$ cat src/rtl/elevator_motion_ctrl_pkg.sv
// Shared elevator encodings (state, travel mode, one-hot floors) and one-hot floor helpers.
// Used by the motion controller and by the request processor.
package elev_pkg;

    typedef enum logic [2:0] {
        ST_STOP  = 3'b000,
        ST_PAUSE = 3'b001,
        ST_MOVE  = 3'b010
    } state_t;

    typedef enum logic [1:0] {
        MODE_IDLE = 2'b00,
        MODE_UP   = 2'b01,
        MODE_DOWN = 2'b10
    } mode_t;

    localparam logic [3:0] FLOOR1 = 4'b0001;
    localparam logic [3:0] FLOOR2 = 4'b0010;
    localparam logic [3:0] FLOOR3 = 4'b0100;
    localparam logic [3:0] FLOOR4 = 4'b1000;

    function automatic logic [3:0] step_floor(input logic [3:0] pos, input mode_t mode);
        return (mode == MODE_UP) ? {pos[2:0], 1'b0} : {1'b0, pos[3:1]};
    endfunction

    // True when the cabin cannot travel any further in the given direction.
    function automatic logic at_end(input logic [3:0] pos, input mode_t mode);
        return ((mode == MODE_UP) && (pos == FLOOR4)) ||
               ((mode == MODE_DOWN) && (pos == FLOOR1));
    endfunction

endpackage

$ cat src/rtl/elevator_motion_ctrl_if.sv
// Link between the request processor and the motion controller.
// master = motion controller, slave = request processor.
interface elevator_motion_ctrl_if;
    logic       up_need;
    logic       down_need;
    logic [3:0] allReq_reg;
    logic [3:0] position;
    logic [1:0] ud_mode;
    logic [2:0] state;
    logic       door_open;
    logic [1:0] floor_idx;

    modport master (
        input  up_need, down_need, allReq_reg,
        output position, ud_mode, state, door_open, floor_idx
    );

    modport slave (
        output up_need, down_need, allReq_reg,
        input  position, ud_mode, state, door_open, floor_idx
    );
endinterface

$ cat src/rtl/elevator_motion_ctrl_tick_timer.sv
// 8-bit loadable down-counter; load wins over counting, stops at zero.
// done is high for the single cycle the count sits at 1.
module elev_tick_timer (
    input  logic       clk,
    input  logic       rst,
    input  logic       load,
    input  logic [7:0] load_val,
    output logic       done
);
    logic [7:0] count;

    always_ff @(posedge clk or posedge rst) begin
        if (rst) begin
            count <= 8'd0;
        end else if (load) begin
            count <= load_val;
        end else if (count != 8'd0) begin
            count <= count - 8'd1;
        end
    end

    assign done = (count == 8'd1);
endmodule

$ cat src/rtl/elevator_motion_ctrl.sv
// STOP/MOVE/PAUSE sequencer for a 4-floor cabin; all outputs registered, decisions land one clk later.
// One shared tick timer times both floor travel and door dwell.
module elevator_motion_ctrl
    import elev_pkg::*;
#(
    parameter int MOVE_TICKS  = 64,
    parameter int PAUSE_TICKS = 96
) (
    input  logic                  clk,
    input  logic                  rst,
    elevator_motion_ctrl_if.master bus
);
    localparam logic [7:0] MOVE_LD  = 8'(MOVE_TICKS);
    localparam logic [7:0] PAUSE_LD = 8'(PAUSE_TICKS);

    state_t     state_q, state_d;
    mode_t      mode_q, mode_d;
    logic [3:0] pos_q, pos_d, next_pos;
    logic [1:0] idx_q, idx_d;
    logic       door_q;
    logic       tmr_load;
    logic [7:0] tmr_val;
    logic       tmr_done;
    logic       here_req, next_req, same_need;

    elev_tick_timer u_timer (
        .clk      (clk),
        .rst      (rst),
        .load     (tmr_load),
        .load_val (tmr_val),
        .done     (tmr_done)
    );

    always_comb begin
        state_d   = state_q;
        mode_d    = mode_q;
        pos_d     = pos_q;
        idx_d     = idx_q;
        tmr_load  = 1'b0;
        tmr_val   = MOVE_LD;
        next_pos  = step_floor(pos_q, mode_q);
        here_req  = |(bus.allReq_reg & pos_q);
        next_req  = |(bus.allReq_reg & next_pos);
        same_need = (mode_q == MODE_UP) ? bus.up_need : bus.down_need;

        case (state_q)
            ST_STOP: begin
                mode_d = MODE_IDLE;
                if (here_req) begin
                    state_d  = ST_PAUSE;
                    tmr_load = 1'b1;
                    tmr_val  = PAUSE_LD;
                end else if (bus.up_need) begin
                    state_d  = ST_MOVE;
                    mode_d   = MODE_UP;
                    tmr_load = 1'b1;
                end else if (bus.down_need) begin
                    state_d  = ST_MOVE;
                    mode_d   = MODE_DOWN;
                    tmr_load = 1'b1;
                end
            end

            ST_MOVE: begin
                if (tmr_done) begin
                    // Entered at the end floor in this direction: give up without shifting.
                    if (at_end(pos_q, mode_q)) begin
                        state_d = ST_STOP;
                        mode_d  = MODE_IDLE;
                    end else begin
                        pos_d = next_pos;
                        idx_d = (mode_q == MODE_UP) ? idx_q + 2'd1 : idx_q - 2'd1;
                        if (next_req) begin
                            state_d  = ST_PAUSE;
                            tmr_load = 1'b1;
                            tmr_val  = PAUSE_LD;
                        end else if (same_need && !at_end(next_pos, mode_q)) begin
                            tmr_load = 1'b1;
                        end else begin
                            state_d = ST_STOP;
                            mode_d  = MODE_IDLE;
                        end
                    end
                end
            end

            ST_PAUSE: begin
                if (here_req) begin
                    tmr_load = 1'b1;
                    tmr_val  = PAUSE_LD;
                end else if (tmr_done) begin
                    // Keep the current travel direction before reconsidering the other one.
                    if ((mode_q == MODE_UP) && bus.up_need) begin
                        state_d  = ST_MOVE;
                        tmr_load = 1'b1;
                    end else if ((mode_q == MODE_DOWN) && bus.down_need) begin
                        state_d  = ST_MOVE;
                        tmr_load = 1'b1;
                    end else if (bus.up_need) begin
                        state_d  = ST_MOVE;
                        mode_d   = MODE_UP;
                        tmr_load = 1'b1;
                    end else if (bus.down_need) begin
                        state_d  = ST_MOVE;
                        mode_d   = MODE_DOWN;
                        tmr_load = 1'b1;
                    end else begin
                        state_d = ST_STOP;
                        mode_d  = MODE_IDLE;
                    end
                end
            end

            default: begin
                state_d = ST_STOP;
                mode_d  = MODE_IDLE;
            end
        endcase
    end

    always_ff @(posedge clk or posedge rst) begin
        if (rst) begin
            state_q <= ST_STOP;
            mode_q  <= MODE_IDLE;
            pos_q   <= FLOOR1;
            idx_q   <= 2'd0;
            door_q  <= 1'b0;
        end else begin
            state_q <= state_d;
            mode_q  <= mode_d;
            pos_q   <= pos_d;
            idx_q   <= idx_d;
            door_q  <= (state_d == ST_PAUSE);
        end
    end

    assign bus.position  = pos_q;
    assign bus.ud_mode   = mode_q;
    assign bus.state     = state_q;
    assign bus.door_open = door_q;
    assign bus.floor_idx = idx_q;
endmodule

$ cat src/flat_wrapper.sv
// flat-port wrapper written by rule: the top's interface ports become plain ports
module elevator_motion_ctrl_flat import elev_pkg::*;
#(
    parameter int MOVE_TICKS  = 64,
    parameter int PAUSE_TICKS = 96
)
  (clk, rst, bus_up_need, bus_down_need, bus_allReq_reg, bus_position, bus_ud_mode, bus_state, bus_door_open, bus_floor_idx);
  elevator_motion_ctrl_if bus_i ();
  input  logic clk;
  input  logic rst;
  input wire logic [$bits(bus_i.up_need)-1:0] bus_up_need;
  input wire logic [$bits(bus_i.down_need)-1:0] bus_down_need;
  input wire logic [$bits(bus_i.allReq_reg)-1:0] bus_allReq_reg;
  output wire logic [$bits(bus_i.position)-1:0] bus_position;
  output wire logic [$bits(bus_i.ud_mode)-1:0] bus_ud_mode;
  output wire logic [$bits(bus_i.state)-1:0] bus_state;
  output wire logic [$bits(bus_i.door_open)-1:0] bus_door_open;
  output wire logic [$bits(bus_i.floor_idx)-1:0] bus_floor_idx;
  assign bus_i.up_need = bus_up_need;
  assign bus_i.down_need = bus_down_need;
  assign bus_i.allReq_reg = bus_allReq_reg;
  assign bus_position = bus_i.position;
  assign bus_ud_mode = bus_i.ud_mode;
  assign bus_state = bus_i.state;
  assign bus_door_open = bus_i.door_open;
  assign bus_floor_idx = bus_i.floor_idx;
  elevator_motion_ctrl #(.MOVE_TICKS(MOVE_TICKS), .PAUSE_TICKS(PAUSE_TICKS)) u_core (.clk(clk), .rst(rst), .bus(bus_i));
endmodule
$ cat config.mk
export PLATFORM = sky130hd
export DESIGN_NAME = elevator_motion_ctrl_flat
export DESIGN_NICKNAME = d
export VERILOG_FILES = /design/src/rtl/elevator_motion_ctrl_pkg.sv /design/src/rtl/elevator_motion_ctrl_if.sv /design/src/rtl/elevator_motion_ctrl_tick_timer.sv /design/src/rtl/elevator_motion_ctrl.sv /design/src/flat_wrapper.sv
export SDC_FILE = /design/constraint.sdc
export NUM_CORES = 1
export LEC_CHECK = 0
export BUFFER_PORTS_ARGS = -buffer_cell sky130_fd_sc_hd__buf_4
export CAP_MARGIN = 0
export CORE_UTILIZATION = 60
export CTS_CLUSTER_SIZE = 25
export DETAILED_ROUTE_END_ITERATION = 8
export PLACE_DENSITY = 0.92
export SYNTH_ARGS = -nofsm -noshare
export SYNTH_HDL_FRONTEND = slang
export SYNTH_SLANG_ARGS = --single-unit
$ cat constraint.sdc
create_clock -name clk -period 2.6 [get_ports clk]
set_input_delay 0.26 -clock clk [delete_from_list [all_inputs] [get_ports clk]]
set_output_delay 0.26 -clock clk [all_outputs]
set_load 0.05 [all_outputs]
* Yosys cells after proc, flatten, opt, wreduce, memory -nomap -nowiden
Cells that the tools add are included.
** Storage, ports and cells
- Register bits :: 20
- Input port bits :: 8
** Cells by class
- Add/sub/neg operators :: 3
- Eq/ne operators :: 17
- Multiplexer cells :: 48
- Bitwise operators :: 3
- Reductions and logical operators :: 18
** Operators with widths (count)
- two-way mux 3 bit :: 12
- two-way mux 8 bit :: 4
- two-way mux 2 bit :: 13
- one-hot mux 8 bit (2 select lines) :: 1
- two-way mux 1 bit :: 12
- two-way mux 6 bit :: 2
- one-hot mux 3 bit (3 select lines) :: 1
- bitwise AND 4 bit :: 2
- equality test 4 x 1 -> 1 bit (second input constant) :: 2
- equality test 4 bit (second input constant) :: 2
- equality test 8 x 1 -> 1 bit (second input constant) :: 1
- nonzero test 8 bit :: 1
- OR reduction 4 bit :: 2
- subtractor 8 x 1 -> 8 bit (second input constant) :: 1
- logical AND 1 bit :: 7
- AND reduction 7 bit :: 1
- equality test 3 x 1 -> 1 bit (second input constant) :: 2
- inequality test 2 bit (second input constant) :: 3
- one-hot mux 2 bit (3 select lines) :: 1
- two-way mux 4 bit :: 1
- inequality test 2 x 1 -> 1 bit (second input constant) :: 2
- equality test 3 x 2 -> 1 bit (second input constant) :: 1
- logical NOT 3 bit :: 1
- inequality test 3 x 2 -> 1 bit (second input constant) :: 1
- other kinds (12) :: 13

* Depth between registers and ports, before layout
- Depth in word-level cells :: 13
- Gate-level depth with buffers :: 8

* Hierarchy
From an unflattened synthesis, not the netlist that was laid out.
** Unflattened totals
- Cell total of the unflattened synthesis :: 143
- Area total of the unflattened synthesis :: 1285.0 µm²
** Modules (own cells, without submodules)
- elevator_motion_ctrl :: times used 1, cells an instance 88, area an instance 782.0 µm²
- elev_tick_timer :: times used 1, cells an instance 55, area an instance 503.0 µm²

* Worst setup path after synthesis
No wires, ideal clock.
- Path kind :: reg2reg
- Start :: reg u_core.mode_q[0] (netlist: u_core.bus.ud_mode[0])
- End :: reg u_core.mode_q[0] (netlist: u_core.bus.ud_mode[0])
- Arrival time :: 2033 ps
- Required time :: 2475 ps
- Setup slack :: 442 ps
- Stages on the path, launching flop included :: 6
- Path buffers :: 0
- Clock period less this slack :: 2158 ps
- Cells stage by stage :: dfrtp_1 -> nor2b_2 -> mux2_2 -> a221oi_4 -> o21ai_2 -> mux2_4
** On the way
- Cells in the longest elaborated chain, start to end :: 9
- Elaborated cells on any way between the ends :: 26
- Classes of those cells :: 8 x eq/ne; 5 x mux; 1 x bitwise; 12 x reduce/logical
** Ends and longest elaborated chain
- start, declared :: RTL line elevator_motion_ctrl.sv:17 : mode_t mode_q, mode_d;
- start signal, assigned :: RTL line elevator_motion_ctrl.sv:130 : mode_q <= mode_d;
- equality test 2 x 1 -> 1 bit
- two-way mux 4 bit :: RTL line elevator_motion_ctrl_pkg.sv:23 : return (mode == MODE_UP) ? {pos[2:0], 1'b0} : {1'b0, pos[3:1]};
- equality test 4 bit / equality test 4 x 1 -> 1 bit (equally long branches) :: RTL line elevator_motion_ctrl_pkg.sv:28, elevator_motion_ctrl_pkg.sv:29
- logical AND 1 bit (on tied branches) :: RTL line elevator_motion_ctrl_pkg.sv:28, elevator_motion_ctrl_pkg.sv:29
- logical OR 1 bit :: RTL line elevator_motion_ctrl_pkg.sv:28 : return ((mode == MODE_UP) && (pos == FLOOR4)) ||
- logical NOT 1 bit :: RTL line elevator_motion_ctrl.sv:77 : end else if (same_need && !at_end(next_pos, mode_q)) begin
- logical AND 1 bit :: RTL line elevator_motion_ctrl.sv:77
- inequality test 3 x 2 -> 1 bit (no line)
- AND reduction 7 bit (no line)
Parallel ways exist; a longest one is shown, timed or not. The select of a mux whose other input is x is not followed.
A chain may end at the register's enable or synchronous reset.

* Worst setup path after layout
- Start :: reg u_core.u_timer.count[1]
- End :: reg u_core.u_timer.count[0]
** On the way
- Cells in the longest elaborated chain, start to end :: 5
- Elaborated cells on any way between the ends :: 10
- Classes of those cells :: 1 x eq/ne; 7 x mux; 2 x reduce/logical
** Ends and longest elaborated chain
- start, declared :: RTL line elevator_motion_ctrl_tick_timer.sv:10 : logic [7:0] count;
- start signal, assigned :: RTL line elevator_motion_ctrl_tick_timer.sv:16 : count <= load_val;
- start signal, assigned :: RTL line elevator_motion_ctrl_tick_timer.sv:18 : count <= count - 8'd1;
- equality test 8 x 1 -> 1 bit :: RTL line elevator_motion_ctrl_tick_timer.sv:22 : assign done = (count == 8'd1);
- two-way mux 1 bit :: RTL line elevator_motion_ctrl.sv:91 : end else if (tmr_done) begin
- two-way mux 1 bit :: RTL line elevator_motion_ctrl.sv:88 : if (here_req) begin
- one-hot mux 1 bit (3 select lines) :: RTL line elevator_motion_ctrl.sv:46 : case (state_q)
- two-way mux 8 bit / nonzero test 2 bit (equally long branches)
Parallel ways exist; a longest one is shown, timed or not.

==> out/summary.md <==
In the synthesized netlist the dominant register cell turns out to be sky130_fd_sc_hd__dfrtp_1. Among cell families on the critical path, the largest total delay comes from simple AND/OR/NAND/NOR gates. Worst hold-check path type: in -> async.

The fraction of layout cells with a size suffix above 1 is 24.2%, and the number of synthesized flops with an enable pin is 0. The clock network burns 13.0% of the power. Between clock sinks in the finished design, the worst skew comes to 0.000813 ns.

The startpoint of the worst setup timing path is u_core.u_timer.count[1]. Counting flops and latches in the post-synthesis netlist gives 20. The first-pass detailed-route iteration total came out at 7. For the number of inserted diodes, the log shows 0. The number of antenna violations at the first check in global routing was 0.

Mean post-synth cell area: 9.51 sq um. Derived from the worst setup path, the maximum achievable clock frequency is 414 MHz. The final number of hold-violating endpoints is 0, and the data required time at the worst endpoint is 2.79 ns. The number of buffer and inverter stages on the critical path is 1. The critical path goes through inv_1 -> ha_1 -> nor4b_1 -> and2_1 -> o311ai_2 -> o211ai_2 -> nor2_1. Measured in cells, the most critical reg-to-reg path has a length of 7. After detailed routing, the average wire length per cell comes to 15.1 um.

The count of H-tree levels built during CTS came out at 1. The count of cells in the finished layout, fillers not included, comes to 180. The number of max-cap violations is 0, and the part of the cycle the worst path needs is 92.9%. Setup repair after global routing left no endpoint under its margin. The first-iteration detailed-routing DRC count was 21. The run gives 1290 sq um as the area of the mapped netlist. For the number of placement rows, the log shows 16. Hold is met by 0.0698 ns. The post-CTS setup buffer count is 0, and the wire length reported by the detailed router is 2.71 mm. Summed over all nets, the half-perimeter wirelength after detailed placement is 2.04 mm. The sequential fraction of the synthesis area was 38.8%; the sequential fraction of design power was 40.8%. The max-slew headroom at the worst pin was 42.9%. Clock-pin slew was measured on the worst setup and hold paths at 0.11 ns.

The clock net sink count was 20; the slew at the pin with the worst max-slew slack was 0.856 ns. The run gives 46.2% as the part of the power in combinational logic. The logs give 0 for the count of pins over their slew limit and 1,020 for the number of global-route vias before repair. The run gives 0.861 as the final RePlAce weighted congestion. The post-synthesis cell type count was 47. Port buffering added 19 buffers. Data arrives at the worst endpoint at 2.60 ns. Buffers inserted during clock tree synthesis total 3. Power spread over the standard cell area amounts to 836 nW/um^2. Cell internal power was estimated by the tool at 688 uW. The total overflow left after global routing is 0.

The maximum clock path buffer count is 2. The routed via count divided by cell count came out at 6.21. The startpoint-to-endpoint class of the critical path was reg -> reg.

Cell at the root of the clock tree: sky130_fd_sc_hd__clkbuf_4. The depth of the critical timing path with buffers and inverters included works out to 7. The logs give 541 uW for the net switching power of the design and 4.73 mm for the first-pass GRT wire length.

Adding up every negative setup slack in the final design gives 0 ns. For this design the static power due to leakage is 0.000634 uW. The core area was 2000 sq um. The flow ran to the end, and the final reports show no timing, DRC or antenna violations. In this run, placement finished with an instance count of 176. Post-CTS repair changed the size of 0 cells.

The later pin in the worst-skew pair is clocked with a latency of 0.31 ns. In this run the count of I/O pins placed on the die edge is 20. Post-detailed-route DRC marker count: 0.

After technology mapping, the gate count stands at 136. The die extent in y was 48.4 um. The floorplan step set the die width to 48.4 um. Net count of the mapped netlist: 146.

In the final design database the tool counted 164 nets. The critical path startpoint category was a flop. In this run the critical register-to-register path is launched from u_core.u_timer.count[1].

Buffers inserted to repair hold after CTS numbered 0. Net switching is 44.0% of the power. Across every metal layer, demand over resource in global routing totals 26.3%. Relative to the synthesized area, the layout overhead comes to 13.5%. Entering global routing, the biggest net connects 21 pins. TritonCTS built the clock tree.

On the worst path, the slowest cell contributes a delay of 0.57 ns. After layout, the minimum clock period comes to 2.41 ns. The run gives 0.742 mV as the peak supply drop.

For this run, the number of Yosys warnings is 0. The initial utilization of the core area, before any placement, comes to 64.6%. The slowest stage of the critical path belongs to the cell sky130_fd_sc_hd__nor4b_1. Along the worst path, the maximum fanout reaches 12. The overall die area is 2350 sq um, and the number of antenna-violating nets in the routed design is 0. The share of synthesized registers carrying an async set or reset was 100%; the total number of vias was 1,118. The count of endpoints failing setup in the final report came out at 0.

The endpoint class of the critical path was a flop.
-- worst paths after layout --
kind / end / slack (ns)
max: u_core.u_timer.count[0] / 0.19
min: u_core.u_timer.count[0] / 0.07
max reg2reg: u_core.u_timer.count[0] / 0.19
min in group clk: u_core.bus.ud_mode[1] / 0.28
min reg2reg: u_core.bus.floor_idx[1] / 0.49
max in group asynchronous: u_core.bus.state[0] / 2.07
-- Yosys cell counts, types with 2 or more instances --
library cell,instances,area share [%]
sky130_fd_sc_hd__nand2b_1,5,2.4
sky130_fd_sc_hd__o21ai_0,9,3.5
sky130_fd_sc_hd__nor4bb_1,2,1.5
sky130_fd_sc_hd__nand2_1,10,2.9
sky130_fd_sc_hd__mux2_2,2,1.7
sky130_fd_sc_hd__mux2i_1,5,3.9
sky130_fd_sc_hd__a21oi_1,7,2.7
sky130_fd_sc_hd__ha_1,2,1.9
sky130_fd_sc_hd__clkbuf_1,2,0.58
sky130_fd_sc_hd__a22oi_1,4,2.3
sky130_fd_sc_hd__nor3_1,3,1.2
sky130_fd_sc_hd__buf_2,4,1.5
sky130_fd_sc_hd__o21ai_1,2,0.77
sky130_fd_sc_hd__nor2_1,11,3.2
sky130_fd_sc_hd__nor4_1,2,0.97
sky130_fd_sc_hd__or3_1,2,0.97
sky130_fd_sc_hd__o22ai_1,2,0.97
sky130_fd_sc_hd__inv_1,7,2.0
sky130_fd_sc_hd__dfrtp_1,19,37
sky130_fd_sc_hd__xnor2_1,5,3.4
sky130_fd_sc_hd__a21o_1,3,1.7
sky130_fd_sc_hd__and2_1,2,0.97
sky130_fd_sc_hd__a31o_2,2,1.4
-- kinds of logic (layout without fill, tap and decap cells) --
| logic type | after synthesis | in the layout | synth area share, % |
|---|---|---|---|
| buffers and inverters | 13 | 30 | 4.16 |
| AOI/OAI and AO/OA | 38 | 38 | 21.7 |
| and+or+nand+nor | 48 | 48 | 22.3 |
| muxes | 8 | 8 | 6.77 |
| DFF | 20 | 20 | 38.8 |
| adders and majority gates | 2 | 2 | 1.93 |
| xor gates and xnor gates | 6 | 6 | 4.06 |
| other | 1 | 1 | 0.290 |
-- worst reg2reg max path: cells and delay by family, from the launching register on --
family          cells  cell delay [ns]
simple gates        3             0.92
compound gates      2             0.69
flops               1             0.42
fa+ha+maj           1             0.19
buf+inv             1             0.09
-- final cells by class --
| cell class | instances | area [sq um] |
|---|---|---|
| Multi-Input combinational cell | 103 | 738 |
| Fill cell | 150 | 533 |
| Sequential cell | 20 | 502 |
| Timing Repair Buffer | 19 | 143 |
| Tap cell | 27 | 33.8 |
| Clock buffer | 4 | 26.3 |
| Inverter | 7 | 26.3 |
-- sequential cells by signal, summed over array words and instances, names as in the netlist --
| signal | count |
|---|---|
| u_core.bus.state | 3 |
| u_core.bus.floor_idx | 2 |
| u_core.bus.ud_mode | 2 |
| u_core.bus.door_open | 1 |
| u_core.u_timer.count | 8 |
| u_core.bus.position | 4 |
-- stage by stage --
step / util [%] / total power (uW) / instance area [sq um] / worst slack, ns
6_report: 73.4 / 1230 / 1470 / 0.185
5_1_grt: 73.4 / 1310 / 1470 / 0.00793
4_1_cts: 73.4 / 1230 / 1470 / 0.252
3_5_place_dp: 72.1 / 1070 / 1440 / 0.285
3_3_place_gp: 72.1 / 1040 / 1440 / 0.377
2_1_floorplan: - / 932 / 1290 / 0.442
-- metal layers --
metal	routed length, um	vias up	part of all wire (%)	track usage (%)
met3	137	15	5.1	3.77
li1	-	529	-	-
met4	82	0	3.0	12.7
met2	1320	53	49	43.2
met5	0	-	0	0
met1	1170	521	43	34.2
-- cell usage in the layout, fill, tap and decap left out, types with 2 or more instances in the layout --
master	n
sky130_fd_sc_hd__nand2b_1	5
sky130_fd_sc_hd__mux2i_1	5
sky130_fd_sc_hd__o21ai_0	9
sky130_fd_sc_hd__nor3_1	3
sky130_fd_sc_hd__o22ai_1	2
sky130_fd_sc_hd__or3_1	2
sky130_fd_sc_hd__o21ai_1	2
sky130_fd_sc_hd__dfrtp_1	19
sky130_fd_sc_hd__buf_4	19
sky130_fd_sc_hd__a21oi_1	7
sky130_fd_sc_hd__a22oi_1	4
sky130_fd_sc_hd__nor2_1	11
sky130_fd_sc_hd__and2_1	2
sky130_fd_sc_hd__mux2_2	2
sky130_fd_sc_hd__a31o_2	2
sky130_fd_sc_hd__a21o_1	3
sky130_fd_sc_hd__ha_1	2
sky130_fd_sc_hd__xnor2_1	5
sky130_fd_sc_hd__clkbuf_4	3
sky130_fd_sc_hd__nand2_1	10
sky130_fd_sc_hd__nor4bb_1	2
sky130_fd_sc_hd__inv_1	7
sky130_fd_sc_hd__nor4_1	2
-- power by group through the flow --
stage	clock network [uW]	registers [uW]	logic [uW]
2_1_floorplan	0	558	374
4_1_cts	161	499	569
3_3_place_gp	0	496	548
5_1_grt	174	513	627
3_5_place_dp	0	505	567
6_report	159	502	568
Note: power is estimated with default switching activity, not from simulation.
